<file path="config.mk">
export PLATFORM = sky130hd
export DESIGN_NAME = uart_txrx_param
export DESIGN_NICKNAME = d
export VERILOG_FILES = /design/src/rtl/uart_pkg.sv /design/src/rtl/uart_rx_fifo.sv /design/src/rtl/uart_txrx_param.sv
export SDC_FILE = /design/constraint.sdc
export NUM_CORES = 1
export LEC_CHECK = 0
export BUFFER_PORTS_ARGS = -buffer_cell sky130_fd_sc_hd__buf_2
export CAP_MARGIN = 20
export CORE_UTILIZATION = 40
export CTS_CLUSTER_SIZE = 40
export DETAILED_ROUTE_END_ITERATION = 8
export PLACE_DENSITY = 0.55
export SYNTH_ARGS = -nofsm -noshare
export SYNTH_HDL_FRONTEND = slang
export SYNTH_SLANG_ARGS = --single-unit
</file>
<file path="constraint.sdc">
create_clock -name clk -period 2.35 [get_ports clk]
set_input_delay 0.1175 -clock clk [delete_from_list [all_inputs] [get_ports clk]]
set_output_delay 0.1175 -clock clk [all_outputs]
set_load 0.1 [all_outputs]
</file>
<file path="src/rtl/uart_pkg.sv">
// Shared types and constants for the parametrised UART core.
// Holds FSM state encodings, oversampling constants and the parity helper.
package uart_pkg;

    localparam int OVERSAMPLE  = 16;
    localparam int SAMPLE_TICK = 7;

    typedef enum logic [2:0] {
        TX_IDLE,
        TX_START,
        TX_DATA,
        TX_PARITY,
        TX_STOP
    } tx_state_e;

    typedef enum logic [2:0] {
        RX_IDLE,
        RX_START,
        RX_DATA,
        RX_PARITY,
        RX_STOP
    } rx_state_e;

    // Parity bit that makes the frame even (odd=0) or odd (odd=1).
    function automatic logic parity(input logic [7:0] data, input logic odd);
        return (^data) ^ odd;
    endfunction

endpackage

</file>
<file path="src/rtl/uart_rx_fifo.sv">
// Receive buffer holding {ferr, perr, data} words.
// A pop frees a slot in the same cycle, so push+pop on a full FIFO both land.
module uart_rx_fifo
    import uart_pkg::*;
#(
    parameter int WIDTH = 10,
    parameter int DEPTH = 4
) (
    input  logic             clk,
    input  logic             rst,
    input  logic             push,
    input  logic [WIDTH-1:0] din,
    input  logic             pop,
    output logic [WIDTH-1:0] dout,
    output logic             empty,
    output logic             full
);

    localparam int AW = $clog2(DEPTH);

    logic [WIDTH-1:0] mem [DEPTH];
    logic [AW-1:0]    wr_ptr;
    logic [AW-1:0]    rd_ptr;
    logic [AW:0]      count;
    logic             do_push;
    logic             do_pop;

    assign empty   = (count == '0);
    assign full    = (count == (AW+1)'(DEPTH));
    assign do_pop  = pop && !empty;
    assign do_push = push && (!full || do_pop);
    assign dout    = empty ? '0 : mem[rd_ptr];

    always_ff @(posedge clk) begin
        if (do_push) begin
            mem[wr_ptr] <= din;
        end
    end

    always_ff @(posedge clk or posedge rst) begin
        if (rst) begin
            wr_ptr <= '0;
            rd_ptr <= '0;
            count  <= '0;
        end else begin
            if (do_push) begin
                wr_ptr <= wr_ptr + AW'(1);
            end
            if (do_pop) begin
                rd_ptr <= rd_ptr + AW'(1);
            end
            unique case ({do_push, do_pop})
                2'b10:   count <= count + (AW+1)'(1);
                2'b01:   count <= count - (AW+1)'(1);
                default: count <= count;
            endcase
        end
    end

endmodule

</file>
<file path="src/rtl/uart_txrx_param.sv">
// Full-duplex UART with configurable frame, runtime baud divisor,
// 16x oversampled receiver, buffered RX with error flags and loopback.
module uart_txrx_param
    import uart_pkg::*;
#(
    parameter int DATA_BITS  = 8,
    parameter int PARITY_EN  = 0,
    parameter int PARITY_ODD = 0,
    parameter int STOP_BITS  = 1,
    parameter int DIV_WIDTH  = 16,
    parameter int FIFO_DEPTH = 4
) (
    input  logic                 clk,
    input  logic                 rst,
    input  logic [DIV_WIDTH-1:0] baud_div,
    input  logic                 loop_en,
    input  logic [DATA_BITS-1:0] tx_data,
    input  logic                 tx_valid,
    output logic                 tx_ready,
    output logic                 txd,
    input  logic                 rxd,
    output logic [DATA_BITS-1:0] rx_data,
    output logic                 rx_perr,
    output logic                 rx_ferr,
    output logic                 rx_valid,
    input  logic                 rx_ready,
    output logic                 rx_overrun
);

    localparam logic [4:0] BIT_LAST  = 5'(OVERSAMPLE - 1);
    localparam logic [4:0] STOP_LAST = 5'(STOP_BITS * OVERSAMPLE - 1);
    localparam logic [2:0] DBIT_LAST = 3'(DATA_BITS - 1);
    localparam logic       ODD       = (PARITY_ODD != 0);
    localparam logic       HAS_PAR   = (PARITY_EN != 0);

    // Oversample tick; the divisor is re-latched only on wrap.
    logic [DIV_WIDTH-1:0] tick_cnt;
    logic [DIV_WIDTH-1:0] div_q;
    logic                 tick;

    assign tick = (tick_cnt == div_q);

    always_ff @(posedge clk or posedge rst) begin
        if (rst) begin
            tick_cnt <= '0;
            div_q    <= '0;
        end else if (tick) begin
            tick_cnt <= '0;
            div_q    <= baud_div;
        end else begin
            tick_cnt <= tick_cnt + DIV_WIDTH'(1);
        end
    end

    tx_state_e            tx_state;
    logic [4:0]           tx_cnt;
    logic [2:0]           tx_bit;
    logic [DATA_BITS-1:0] tx_shift;
    logic                 tx_par;
    logic                 tx_line;
    logic [4:0]           tx_last;

    assign tx_ready = (tx_state == TX_IDLE);
    assign tx_last  = (tx_state == TX_STOP) ? STOP_LAST : BIT_LAST;
    assign txd      = loop_en ? 1'b1 : tx_line;

    always_comb begin
        tx_line = 1'b1;
        unique case (tx_state)
            TX_START:  tx_line = 1'b0;
            TX_DATA:   tx_line = tx_shift[0];
            TX_PARITY: tx_line = tx_par;
            default:   tx_line = 1'b1;
        endcase
    end

    always_ff @(posedge clk or posedge rst) begin
        if (rst) begin
            tx_state <= TX_IDLE;
            tx_cnt   <= '0;
            tx_bit   <= '0;
            tx_shift <= '0;
            tx_par   <= 1'b0;
        end else if (tx_state == TX_IDLE) begin
            if (tx_valid) begin
                tx_shift <= tx_data;
                tx_par   <= parity(8'(tx_data), ODD);
                tx_cnt   <= '0;
                tx_state <= TX_START;
            end
        end else if (tick) begin
            if (tx_cnt != tx_last) begin
                tx_cnt <= tx_cnt + 5'd1;
            end else begin
                tx_cnt <= '0;
                unique case (tx_state)
                    TX_START: begin
                        tx_bit   <= '0;
                        tx_state <= TX_DATA;
                    end
                    TX_DATA: begin
                        tx_shift <= tx_shift >> 1;
                        tx_bit   <= tx_bit + 3'd1;
                        if (tx_bit == DBIT_LAST) begin
                            tx_state <= HAS_PAR ? TX_PARITY : TX_STOP;
                        end
                    end
                    TX_PARITY: tx_state <= TX_STOP;
                    default:   tx_state <= TX_IDLE;
                endcase
            end
        end
    end

    logic                 sync1;
    logic                 sync2;
    logic                 rx_in;

    assign rx_in = loop_en ? tx_line : rxd;

    always_ff @(posedge clk or posedge rst) begin
        if (rst) begin
            sync1 <= 1'b1;
            sync2 <= 1'b1;
        end else begin
            sync1 <= rx_in;
            sync2 <= sync1;
        end
    end

    rx_state_e            rx_state;
    logic [3:0]           rx_cnt;
    logic [2:0]           rx_bit;
    logic [DATA_BITS-1:0] rx_shift;
    logic                 frame_perr;
    logic                 sample;
    logic                 bit_end;
    logic                 push;
    logic [DATA_BITS+1:0] push_word;

    assign sample    = tick && (rx_cnt == 4'(SAMPLE_TICK));
    assign bit_end   = tick && (rx_cnt == 4'(OVERSAMPLE - 1));
    assign push      = (rx_state == RX_STOP) && sample;
    assign push_word = {~sync2, frame_perr, rx_shift};

    // The detecting tick counts as tick 0 of the start bit.
    always_ff @(posedge clk or posedge rst) begin
        if (rst) begin
            rx_state   <= RX_IDLE;
            rx_cnt     <= '0;
            rx_bit     <= '0;
            rx_shift   <= '0;
            frame_perr <= 1'b0;
        end else if (rx_state == RX_IDLE) begin
            if (tick && !sync2) begin
                rx_cnt     <= 4'd1;
                frame_perr <= 1'b0;
                rx_state   <= RX_START;
            end
        end else if (tick) begin
            rx_cnt <= rx_cnt + 4'd1;
            unique case (rx_state)
                RX_START: begin
                    if (sample && sync2) begin
                        rx_state <= RX_IDLE;
                    end else if (bit_end) begin
                        rx_bit   <= '0;
                        rx_state <= RX_DATA;
                    end
                end
                RX_DATA: begin
                    if (sample) begin
                        rx_shift <= {sync2, rx_shift[DATA_BITS-1:1]};
                    end
                    if (bit_end) begin
                        rx_bit <= rx_bit + 3'd1;
                        if (rx_bit == DBIT_LAST) begin
                            rx_state <= HAS_PAR ? RX_PARITY : RX_STOP;
                        end
                    end
                end
                RX_PARITY: begin
                    if (sample) begin
                        frame_perr <= sync2 ^ parity(8'(rx_shift), ODD);
                    end
                    if (bit_end) begin
                        rx_state <= RX_STOP;
                    end
                end
                default: begin
                    if (sample) begin
                        rx_state <= RX_IDLE;
                    end
                end
            endcase
        end
    end

    logic                 fifo_empty;
    logic                 fifo_full;
    logic [DATA_BITS+1:0] fifo_dout;

    uart_rx_fifo #(
        .WIDTH (DATA_BITS + 2),
        .DEPTH (FIFO_DEPTH)
    ) u_fifo (
        .clk   (clk),
        .rst   (rst),
        .push  (push),
        .din   (push_word),
        .pop   (rx_ready),
        .dout  (fifo_dout),
        .empty (fifo_empty),
        .full  (fifo_full)
    );

    assign rx_valid = !fifo_empty;
    assign {rx_ferr, rx_perr, rx_data} = fifo_dout;

    always_ff @(posedge clk or posedge rst) begin
        if (rst) begin
            rx_overrun <= 1'b0;
        end else begin
            rx_overrun <= push && fifo_full && !rx_ready;
        end
    end

endmodule
</file>
==> metrics <==
FFs w/ async S/R, synth=0.669; FP Rows=43; routed vias=between 3000 and 4000; Synth Cell Area=around 0.0057 mm²; crit-path max cell delay=roughly 0.40 ns; Post-synth EDFFs=40; Pleak=around 3.1 nW; FMAX=~460 MHz; Final period util=0.935; Slew HR=0.568; Synth Net Count=~500; Initial Util=0.409; xor/xnor share of the synthesized area=0.0712; Critical Path AT=around 2.3 ns; clock sink count=roughly 120; Synth Instances=approximately 460; final setup fails=0; sequential area share after synthesis=0.571; die area=between 0.01 and 0.015 mm²; Hold Path Class=in2reg; Overflow after GRT=0; dominant cell type by area after synthesis=dfrtp_1; Via density=a little over 5; largest net degree at the start of global routing=47; Least-Margin Pin Slew=0.647 ns; Crit path top cell by count=buf_4; Seq cells post-synth=roughly 120; Layout Utilization=0.515; Hold Fails Final Rpt=0; die height=121 µm; status=complete, no violations; RSZ-0062 raised after global routing=no; Setup crit start kind=flip-flop; setup slack after layout=0.154 ns; Netlist cell types=54; pre-CTS setup slack=-0.0881 ns; # port buffers=43; syn_area_per_cell=approximately 12 µm²; Net count, final=596; simple-gate share of the synthesized area=0.124; Detailed Route WL=10.7 mm; routability cong.=0.825; Data required, critical path=2.46 ns; type of the worst setup path=reg2reg; Crit Path Max Fanout=10; Post-Synth Adder-Cell Area=0.0279; mux share of post-synthesis cell area=0.0969; layout cell share with drive strength beyond 1=0.277; DRC=0; Critical-path top delay cell=dfrtp_1; CTS tree=yes; maximum vdd drop=0.347 mV; ranking of synthesized cells by area=dfrtp_1, edfxtp_1, xnor2_1, mux4_2, mux2_2; yosys warns=0; router iterations before antenna repair=5; post-synthesis compound-gate area fraction=0.0863; post-route setup TNS=0 ns; n_diodes=0; vias in the first global route=around 3800; CP Cell Sequence=xnor2_1, nand4_1, nor4_4, buf_4, buf_4, and3b_2, and2_1, buf_12; clk_lat worst skew=~0.41 ns; main combinational cell family by area after synthesis=simple AND/OR/NAND/NOR gates; drt initial violations=170; TritonCTS buffer count=17; Top FF cell, synth=dfrtp_1; area delta synth->final=25.8%; Tmin final=between 2 and 2.5 ns; global-route wire length before repair=18.2 mm; Max-cap violations=0; dominant cell by count in the synthesized netlist=dfrtp_1; layout filler cell count=1230; worst hold slack=between 0.02 and 0.03 ns; core area=between 0.01 and 0.015 mm²; clock buffer depth=2; most frequent cells after synthesis=dfrtp_1, edfxtp_1, xnor2_1, nand2_1; post-DR wirelength/cell=approximately 14 µm; IO Pins=between 40 and 50; H-tree levels=4; Total GRT Usage=0.164; initial antenna violation count=0; Clock Skew=0.00810 ns; Slew Viols, Final=0; Setup crit end kind=flip-flop; hpwl dp=just over 7 mm; clk slew on worst S/H paths=0.06 ns; Power Dens Cells=about 700 mW/mm²; Clock Root Buffer=clkbuf_16; share of the synthesized area in the top cell type=0.349; Pwr Total=0.00491 W; Die X=approximately 120 µm; post-route ant nets=0
[registers in the layout, summed over array words and instances, names as in the netlist, 2 cells and up]
register and cells:
tx_shift 8, u_fifo.count 3, u_fifo.rd_ptr 2, tx_bit 3
rx_shift 8, u_fifo.wr_ptr 2, tick_cnt 16, div_q 16
tx_cnt 5, tx_state 3, u_fifo.mem 40, rx_cnt 4
rx_bit 3, rx_state 3
[path summary, 6_finish.rpt]
check / start / endpoint / slack (ns) / cells past startpoint
min in group asynchronous: rst / tx_bit[1] / 0.33 / 3
worst max-delay path: tick_cnt[14] / u_fifo.mem[2][5] / 0.15 / 8
worst max register to register: tick_cnt[14] / u_fifo.mem[2][5] / 0.15 / 8
worst min-delay path: tx_data[6] / tx_shift[6] / 0.03 / 3
max in group asynchronous: rst / tick_cnt[5] / 1.37 / 4
worst min register to register: sync1 / sync2 / 0.36 / 0
[metal layers]
| metal | vias to the layer above | routed length, µm | global-route usage |
|---|---|---|---|
| met5 | - | 0 | 0 |
| met4 | 0 | 197 | 0.0718 |
| met2 | 66 | 5360 | 0.273 |
| met3 | 14 | 324 | 0.0409 |
| li1 | 1859 | - | - |
| met1 | 1824 | 4780 | 0.201 |
[metrics by stage]
stage | instances | instance area (µm²)
finish | 747 | 7110
global route | 747 | 7110
CTS | 746 | 7090
detailed placement | 693 | 6310
global placement | 693 | 6310
floorplan | 459 | 5660
[report_power, final]
group | internal (W) | switching [W]
Combinational | 0.000161 | 0.000133
Clock | 0.00148 | 0.000868
Sequential | 0.00222 | 0.0000442
[critical path: cells and delay by family, from the launching register on]
kind	cells	cell delay, ns
DFF	1	0.40
xor gates and xnor gates	1	0.17
and+or+nand+nor	4	0.87
buffers and inverters	3	0.46
[kinds of logic after synthesis]
kind of cell               Yosys count
xor gates and xnor gates            46
muxes                               36
and+or+nand+nor                    135
adders and majority gates           12
buffers and inverters               31
AOI/OAI and AO/OA                   78
DFF                                121
[area by class of cell]
| class | count | area, µm² | area share |
|---|---|---|---|
| Sequential cell | 121 | 3230 | 0.454 |
| Multi-Input combinational cell | 307 | 2340 | 0.329 |
| Timing Repair Buffer | 96 | 723 | 0.102 |
| Clock buffer | 25 | 507 | 0.0712 |
| Tap cell | 180 | 225 | 0.0317 |
| Inverter | 11 | 42.5 | 0.00598 |
| Clock inverter | 7 | 41.3 | 0.00580 |
[cells in the final DEF, fill, tap and decap left out, types with 16 or more instances in the layout]
master / instances
and2_1: 16
a21oi_1: 26
clkbuf_16: 18
xnor2_1: 35
nor2_1: 26
buf_2: 43
edfxtp_1: 40
nand2_1: 35
dlygate4sd3_1: 19
dfrtp_1: 78
buf_4: 29
mux2_2: 18
[timing repair]
action                                  4_1_cts  5_1_grt
resized for setup                             5        4
hold endpoints to repair                     50        0
hold buffers                                 19        0
pin swaps                                     3        4
cloned                                        0        0
endpoints found under the setup margin        1       56
buffers inserted                              2        1
Power figures use the tool's default switching activity.
